## config.mk

```make
export PLATFORM = sky130hd
export DESIGN_NAME = simpletim_alarm
export DESIGN_NICKNAME = d
export VERILOG_FILES = /design/src/rtl/simpletim_alarm.sv
export SDC_FILE = /design/constraint.sdc
export NUM_CORES = 1
export LEC_CHECK = 0
export BUFFER_PORTS_ARGS = -buffer_cell sky130_fd_sc_hd__buf_2
export CAP_MARGIN = 20
export CELL_PAD_IN_SITES_DETAIL_PLACEMENT = 1
export CELL_PAD_IN_SITES_GLOBAL_PLACEMENT = 1
export CORE_UTILIZATION = 35
export DETAILED_ROUTE_END_ITERATION = 16
export HOLD_SLACK_MARGIN = 0.15
export PLACE_DENSITY = 0.68
export SETUP_SLACK_MARGIN = 0.05
export SLEW_MARGIN = 30
export SYNTH_ARGS = -nofsm -noshare
export SYNTH_HDL_FRONTEND = slang
export SYNTH_SLANG_ARGS = --single-unit
```

## constraint.sdc

```tcl
create_clock -name clk -period 1.9 [get_ports clk]
set_clock_uncertainty 0.05 [all_clocks]
set_input_delay 0.38 -clock clk [delete_from_list [all_inputs] [get_ports clk]]
set_output_delay 0.38 -clock clk [all_outputs]
set_load 0.01 [all_outputs]
```

## src/rtl/simpletim_alarm.sv

```systemverilog
// Programmable down-counting alarm timer on the Z80 I/O bus: 16-bit reload, 8-bit prescaler,
// one-shot or periodic, one-cycle expiry tick and level active-low interrupt.
//   state | meaning
//   IDLE  | counter stopped, CTRL.EN reads 0
//   RUN   | prescaler/counter decrementing, CTRL.EN reads 1
module simpletim_alarm #(
    parameter logic [15:0] RELOAD_RST = 16'h0000,
    parameter logic [7:0]  PRESC_RST  = 8'h00
) (
    input  logic       clk,
    input  logic       reset_n,
    output logic [7:0] data_out,
    input  logic [7:0] data_in,
    input  logic       cs_n,
    input  logic       rd_n,
    input  logic       wr_n,
    input  logic [2:0] addr,
    output logic       irq_n,
    output logic       tick
);

    typedef enum logic {IDLE = 1'b0, RUN = 1'b1} state_t;

    state_t      state_q, state_d;
    logic [15:0] reload_q, reload_d;
    logic [7:0]  presc_q, presc_d;
    logic        periodic_q, periodic_d;
    logic        ie_q, ie_d;
    logic        flag_q, flag_d;
    logic [15:0] cnt_q, cnt_d;
    logic [7:0]  presc_cnt_q, presc_cnt_d;
    logic [7:0]  shadow_q, shadow_d;
    logic        tick_q, tick_d;
    logic        irq_n_q, irq_n_d;
    logic        wr_sel_q, rd_sel_q;

    logic read_sel, write_sel, wr_edge, rd_edge, ctrl_wr, expire;

    always_comb begin
        read_sel    = !cs_n && !rd_n && wr_n;
        write_sel   = !cs_n && rd_n && !wr_n;
        wr_edge     = write_sel && !wr_sel_q;
        rd_edge     = read_sel && !rd_sel_q;
        ctrl_wr     = wr_edge && (addr == 3'd3);
        expire      = 1'b0;

        state_d     = state_q;
        reload_d    = reload_q;
        presc_d     = presc_q;
        periodic_d  = periodic_q;
        ie_d        = ie_q;
        flag_d      = flag_q;
        cnt_d       = cnt_q;
        presc_cnt_d = presc_cnt_q;
        shadow_d    = shadow_q;
        tick_d      = 1'b0;

        if (wr_edge) begin
            case (addr)
                3'd0: reload_d[7:0]  = data_in;
                3'd1: reload_d[15:8] = data_in;
                3'd2: presc_d        = data_in;
                3'd3: begin
                    periodic_d = data_in[1];
                    ie_d       = data_in[2];
                end
                3'd4: if (data_in[0]) flag_d = 1'b0;
                default: ;
            endcase
        end

        // A CTRL write pre-empts any expiry that would have happened this cycle.
        if (ctrl_wr) begin
            if (data_in[0]) begin
                cnt_d       = reload_q;
                presc_cnt_d = presc_q;
                state_d     = RUN;
            end else begin
                state_d = IDLE;
            end
        end else if (state_q == RUN) begin
            if (presc_cnt_q != 8'd0) begin
                presc_cnt_d = presc_cnt_q - 8'd1;
            end else if (cnt_q != 16'd0) begin
                presc_cnt_d = presc_q;
                cnt_d       = cnt_q - 16'd1;
            end else begin
                expire = 1'b1;
                tick_d = 1'b1;
                flag_d = 1'b1;
                if (periodic_q) begin
                    cnt_d       = reload_q;
                    presc_cnt_d = presc_q;
                end else begin
                    state_d = IDLE;
                end
            end
        end

        if (rd_edge && (addr == 3'd5)) shadow_d = cnt_q[15:8];

        irq_n_d = !(flag_d && ie_d);
    end

    always_ff @(posedge clk) begin
        if (!reset_n) begin
            state_q     <= IDLE;
            reload_q    <= RELOAD_RST;
            presc_q     <= PRESC_RST;
            periodic_q  <= 1'b0;
            ie_q        <= 1'b0;
            flag_q      <= 1'b0;
            cnt_q       <= 16'd0;
            presc_cnt_q <= 8'd0;
            shadow_q    <= 8'd0;
            tick_q      <= 1'b0;
            irq_n_q     <= 1'b1;
            wr_sel_q    <= 1'b0;
            rd_sel_q    <= 1'b0;
        end else begin
            state_q     <= state_d;
            reload_q    <= reload_d;
            presc_q     <= presc_d;
            periodic_q  <= periodic_d;
            ie_q        <= ie_d;
            flag_q      <= flag_d;
            cnt_q       <= cnt_d;
            presc_cnt_q <= presc_cnt_d;
            shadow_q    <= shadow_d;
            tick_q      <= tick_d;
            irq_n_q     <= irq_n_d;
            wr_sel_q    <= write_sel;
            rd_sel_q    <= read_sel;
        end
    end

    always_comb begin
        data_out = 8'h00;
        if (read_sel) begin
            case (addr)
                3'd0: data_out = reload_q[7:0];
                3'd1: data_out = reload_q[15:8];
                3'd2: data_out = presc_q;
                3'd3: data_out = {5'b0, ie_q, periodic_q, state_q == RUN};
                3'd4: data_out = {6'b0, state_q == RUN, flag_q};
                3'd5: data_out = cnt_q[7:0];
                3'd6: data_out = shadow_q;
                default: data_out = 8'h00;
            endcase
        end
    end

    assign tick  = tick_q;
    assign irq_n = irq_n_q;

endmodule

```

==> metrics.yaml, run 1 <==
synth-seq-cells: 64
p_switching_w: 0.000790
cp-start-kind: "flop"
ir_drop_uv: 344
cp_top_family: "compound AO/OA/AOI/OAI gates"
leakage_nw: 2.46
clk_latency_ns: 0.37
clock_path_buffers: 2
cp.arrival_ns: 1.65
pre_cts_ws_ns: -0.271
area_growth_pct: 56.7
gr-total-overflow: 0
met2_length_um: 8180
crit_path_end_kind: "primary output"
cts_sinks: 64
routed_wl_um: 17000
path_class: "flop to primary output"
dpl_cell_area_um2: 4620
ys_seq_area_share_pct: 35.5
synthTopCellsByArea: "dfxtp_1, mux2i_1, nor2_1, nand2_1, a21oi_1"
syn_area_um2: 3610
synthArstFlopShare_pct: 0
path_cells: "mux2_4 > a22oi_2 > o22ai_2 > a31oi_1 > nor2_1 > buf_2"
grt_max_degree: 25
p_int_w: 0.00212
route.met3.wl_um: 965
synthFlopType: "dfxtp_1"
fin_crit_ns: 2.08
final_nets: 573
htreeDepth: 3
critical_path.max_stage_delay_ns: 0.37
track_usage_pct: 27.8
place_hpwl_um: 9730
n_antenna_cell: 0
tns_ns: -2.61
yosysTopAreaCellShare_pct: 35.5
synth_fp_nets: 440
cts.reportedPaths.clkPinSlew_ns: 0.09
required_ns: 1.47
grt_pass1_vias: 4230
switching_share_pct: 27.1
synth_cell_types: 59
core_um2: 9860
dieArea_um2: 10700
hp-class: "input pin to flop"
path_max_fanout: 3
cts_made_buffers: 9
wl_met1_um: 7010
cts_tree: "yes"
synth_top_area_cell: "dfxtp_1"
dieHeight_um: 104
crit_buf_inv: 1
worst_pin_slew_ns: 0.447
num_vias: 4139
fin_ws_ns: -0.177
seqPwrFrac_pct: 46.2
final_common_cell: "buf_4"
vias_per_cell: 5.99
port_buffers: 25
drtPass1Iterations: 5
rows: 36
max_cap_violations: 0
hold_viol: 0
power_frac_comb_pct: 9.1
cts_hold_buf: 0
wl_per_cell_um: 24.5
setup_viol: 36
first_iter_violations: 275
drive_gt1_share_pct: 52.3
cpMaxStageDelayCell: "dfxtp_4"
fin_crit_sh_pct: 109
root_buffer: "clkbuf_8"
ant_nets: 0
violations: "negative setup slack"
gp_congestion: 0.871
topRoutingLayerUsed: "met4"
drcViolationCount: 0
io_pins: 26
die_w_um: 104
max_freq_mhz: 481
design_area_um2: 5660
synth-edff-count: 0
power_frac_clock_pct: 44.8
synth.avg_cell_area_um2: 8.59
slew_violations: 0
p_per_area_nw_per_um2: 515
maxSlewHeadroom_pct: 70.1
rsz0062_at_grt: "true"
synthCells: 420
status: "finished, violations left"
final_cell_mix: "buf_4, nor2_1, dfxtp_1"
initial_utilization_pct: 36.6
antenna_found_initial: 0
yosysWarnings: 0
grt_pass1_wl_um: 23200
==> state kept, by name (all words and copies together), names as in the netlist, 8 cells and up <==
signal / cells
presc_cnt_q: 8
reload_q: 16
presc_q: 8
cnt_q: 16
shadow_q: 8
==> metrics by stage <==
stage          power, W  std cells  hold slack [ns]  utilization, %
6_report        0.00291        691            0.258            57.3
4_1_cts         0.00286        676            0.249            53.6
2_1_floorplan   0.00148        420            0.399               -
5_1_grt         0.00301        691            0.266            57.3
3_5_place_dp    0.00159        646            0.438            46.8
3_3_place_gp    0.00159        646            0.431            46.8
==> power by group through the flow <==
stage / logic [W] / clock network [W] / registers [W]
floorplan: 0.000106 / 0 / 0.00138
global placement: 0.000208 / 0 / 0.00138
detailed placement: 0.000214 / 0 / 0.00138
CTS: 0.000237 / 0.00127 / 0.00135
global route: 0.000276 / 0.00139 / 0.00135
finish: 0.000264 / 0.00130 / 0.00135
==> routing by layer <==
layer / track usage, % / vias up
met3: 4.59 / 61
met4: 9.01 / 0
met2: 47.0 / 162
met5: 0 / -
met1: 36.0 / 2083
li1: - / 1833
==> worst min-delay path: stages <==
cell     delay [ns]
buf_2          0.11
mux2i_1        0.07
nor2_1         0.07
==> layout make-up <==
type / count / area, um^2
repair buffers: 147 / 1240
clock inverters: 5 / 53.8
inverters: 8 / 32.5
well taps: 133 / 166
clock buffers: 11 / 151
flip-flops and latches: 64 / 1320
multi-input cells: 323 / 2690
fillers: 1102 / 4210
==> final timing paths <==
| kind | startpoint | to | slack [ns] | cells after the start |
|---|---|---|---|---|
| setup reg to reg | wr_sel_q | cnt_q[7] | -0.17 | 6 |
| setup / recovery | state_q | data_out[0] | -0.18 | 6 |
| hold reg to reg | ie_q | ie_q | 0.47 | 2 |
| hold / removal | data_in[6] | reload_q[14] | 0.26 | 3 |
==> cell usage after synthesis (all sizes together), types with 2 or more instances <==
master and count:
a21oi 26, a221oi 6, a22oi 12, a31oi 4, and2 5, and4 2, buf 13, clkbuf 13
dfxtp 64, ha 4, inv 8, mux2 8, mux2i 40, nand2 40, nand3 13, nand4 3
nand4b 2, nor2 61, nor2b 2, nor3 9, nor3b 4, nor4 12, nor4b 4, o21ai 9
o221ai 3, o22ai 12, o31a 4, o32ai 7, or2 3, or3 4, or4 4
==> logic make-up after synthesis <==
kind of cell,after synthesis,synth area share (%)
fa+ha+maj,4,1.39
mux,49,14.2
flops,64,35.5
buf+inv,34,4.30
compound gates,95,18.3
simple gates,174,26.3
==> what timing repair did <==
item                                    4_1_cts  5_1_grt
endpoints found under the setup margin       34       42
buffers inserted                             13       17
resized for setup                            88       59
gates cloned                                  1        1
endpoints found under the hold margin         0        0
pin swaps                                    14       36
(Power assumes the default switching activity.)
==> run 2: changes to the inputs <==
--- a/config.mk
+++ b/config.mk
@@ -13,7 +13,7 @@
 export DETAILED_ROUTE_END_ITERATION = 16
 export HOLD_SLACK_MARGIN = 0.15
 export PLACE_DENSITY = 0.68
-export SETUP_SLACK_MARGIN = 0.05
+export SETUP_SLACK_MARGIN = 0.02
 export SLEW_MARGIN = 30
 export SYNTH_ARGS = -nofsm -noshare
 export SYNTH_HDL_FRONTEND = slang
==> run 2 against run 1 <==
  * The run still ends with negative setup slack left
  * Routed wire length fell by 6.8%
  * Setup slack improved by 0.0066 ns
  * Register-to-register slack barely moved
  * Largest power group is now the clock network
==> metrics.yaml, run 2 (synthesis results as in run 1) <==
fin_crit_ns: 2.07
final_cell_mix: "buf_4, nor2_1, dfxtp_1"
dieHeight_um: 104
design_area_um2: 5770
leakage_nw: 2.44
wl_per_cell_um: 23.4
cts.reportedPaths.clkPinSlew_ns: 0.08
hp-class: "input pin to flop"
max_cap_violations: 0
drive_gt1_share_pct: 50.6
slew_violations: 0
fin_ws_ns: -0.170
initial_utilization_pct: 36.6
reg2reg_to: "cnt_q[7]"
drcViolationCount: 0
ir_drop_uv: 355
max_freq_mhz: 483
routed_wl_um: 15800
gr-total-overflow: 0
n_antenna_cell: 0
place_hpwl_um: 9620
die_w_um: 104
required_ns: 2.10
reg_top3: "cnt_q: 16 flops, reload_q: 16 flops"
root_buffer: "clkbuf_8"
cp.arrival_ns: 2.27
first_iter_violations: 188
dpl_cell_area_um2: 4480
hold_viol: 0
cp-start-kind: "flop"
num_vias: 3976
pre_cts_ws_ns: -0.266
use_met3_pct: 4.66
grt_max_degree: 49
rows: 36
p_per_area_nw_per_um2: 525
use_met2_pct: 45.1
worstRegToRegCells: 8
area_growth_pct: 59.7
io_pins: 26
busiest_layer: "met2"
violations: "negative setup slack"
gp_congestion: 0.852
htreeDepth: 3
crit_path_end_kind: "flop"
cts_made_buffers: 9
worst_pin_slew_ns: 0.449
cts_sinks: 64
setup_viol: 26
final_nets: 559
drtPass1Iterations: 4
path_max_fanout: 5
track_usage_pct: 27.1
min_path_cells: 3
grt_pass1_wl_um: 22500
power_w: 0.00302
clk_latency_ns: 0.36
port_buffers: 25
min_from: "data_in[4]"
maxSlewHeadroom_pct: 69.9
final_common_cell: "buf_4"
fill_cells: 1091
antenna_found_initial: 0
dieArea_um2: 10700
path_class: "flop to flop"
rsz0062_at_grt: "true"
grt_pass1_vias: 4085
core_um2: 9860
rr_startpoint: "cnt_q[4]"
grt_use_met1_pct: 34.3
clock_path_buffers: 2
worstHoldEndpoint: "presc_q[4]"
ant_nets: 0
cts_tree: "yes"
fin_crit_sh_pct: 109
status: "finished, violations left"
r2r_setup_slack_ns: -0.17
vias_per_cell: 5.87
run 2: changes by cell type in the layout (fill, tap and decap cells not counted), sizes merged:
cell and change:
clkinvlp +1, clkinv -2, nor2 -1, clkbuf +2, inv -1, buf -13
run 2: timing repair:
action / 4_1_cts / 5_1_grt
endpoints found under the hold margin: 0 / 0
cloned: 1 / 0
buffers inserted: 18 / 13
pin swaps: 32 / 47
hold buffers: 0 / 0
setup endpoints to repair: 35 / 48
resized for setup: 91 / 92
run 2: where the power goes:
part / internal (W) / switching (W) / leakage [nW] / total, W
clock: 0.000794 / 0.000598 / 0.113 / 0.00139
sequential: 0.00134 / 0.00000644 / 0.525 / 0.00134
combinational: 0.000125 / 0.000162 / 1.80 / 0.000287
total: 0.00226 / 0.000767 / 2.44 / 0.00302
run 2: area by class of cell:
| type | instances | area, um^2 | share of cell area, % |
|---|---|---|---|
| clock inverters | 3 | 45.0 | 0.781 |
| repair buffers | 134 | 1210 | 21.0 |
| multi-input cells | 322 | 2810 | 48.7 |
| inverters | 8 | 32.5 | 0.564 |
| flip-flops and latches | 64 | 1310 | 22.8 |
| clock buffers | 13 | 190 | 3.30 |
| well taps | 133 | 166 | 2.89 |
run 2: how the worst max path moves through the flow:
stage             start      endpoint  slack (ns)
2_1_floorplan  cnt_q[0]      cnt_q[5]        0.01
3_3_place_gp       cs_n      cnt_q[4]       -0.20
3_5_place_dp    addr[1]  reload_q[11]       -0.27
4_1_cts         state_q   data_out[1]       -0.16
5_1_grt        cnt_q[2]   data_out[2]       -0.23
6_report       cnt_q[4]      cnt_q[7]       -0.17
run 2: routing by layer:
metal | vias up | routed length, um | share of wire [%]
li1 | 1806 | - | -
met1 | 2009 | 6800 | 43
met2 | 125 | 7940 | 50
met3 | 36 | 598 | 3.8
met4 | 0 | 466 | 2.9
met5 | - | 0 | 0
run 2: stage by stage:
stage | std cells | hold WS (ns) | TNS, ns | utilization (%)
after CTS | 668 | 0.259 | -0.833 | 52.9
after global routing | 677 | 0.270 | -4.30 | 58.4
final | 677 | 0.264 | -2.82 | 58.4
after floorplan | 420 | 0.399 | 0 | -
after global placement | 635 | 0.439 | -7.18 | 45.4
after detailed placement | 635 | 0.447 | -9.76 | 45.4
run 2: worst max-delay path, stage by stage, from the launching register on:
cell and delay, ns:
dfxtp_2 0.34, buf_6 0.11, nor4_4 0.38, buf_4 0.21
and4_4 0.24, nor2_4 0.06, buf_12 0.14, o22a_1 0.19
o221a_1 0.24
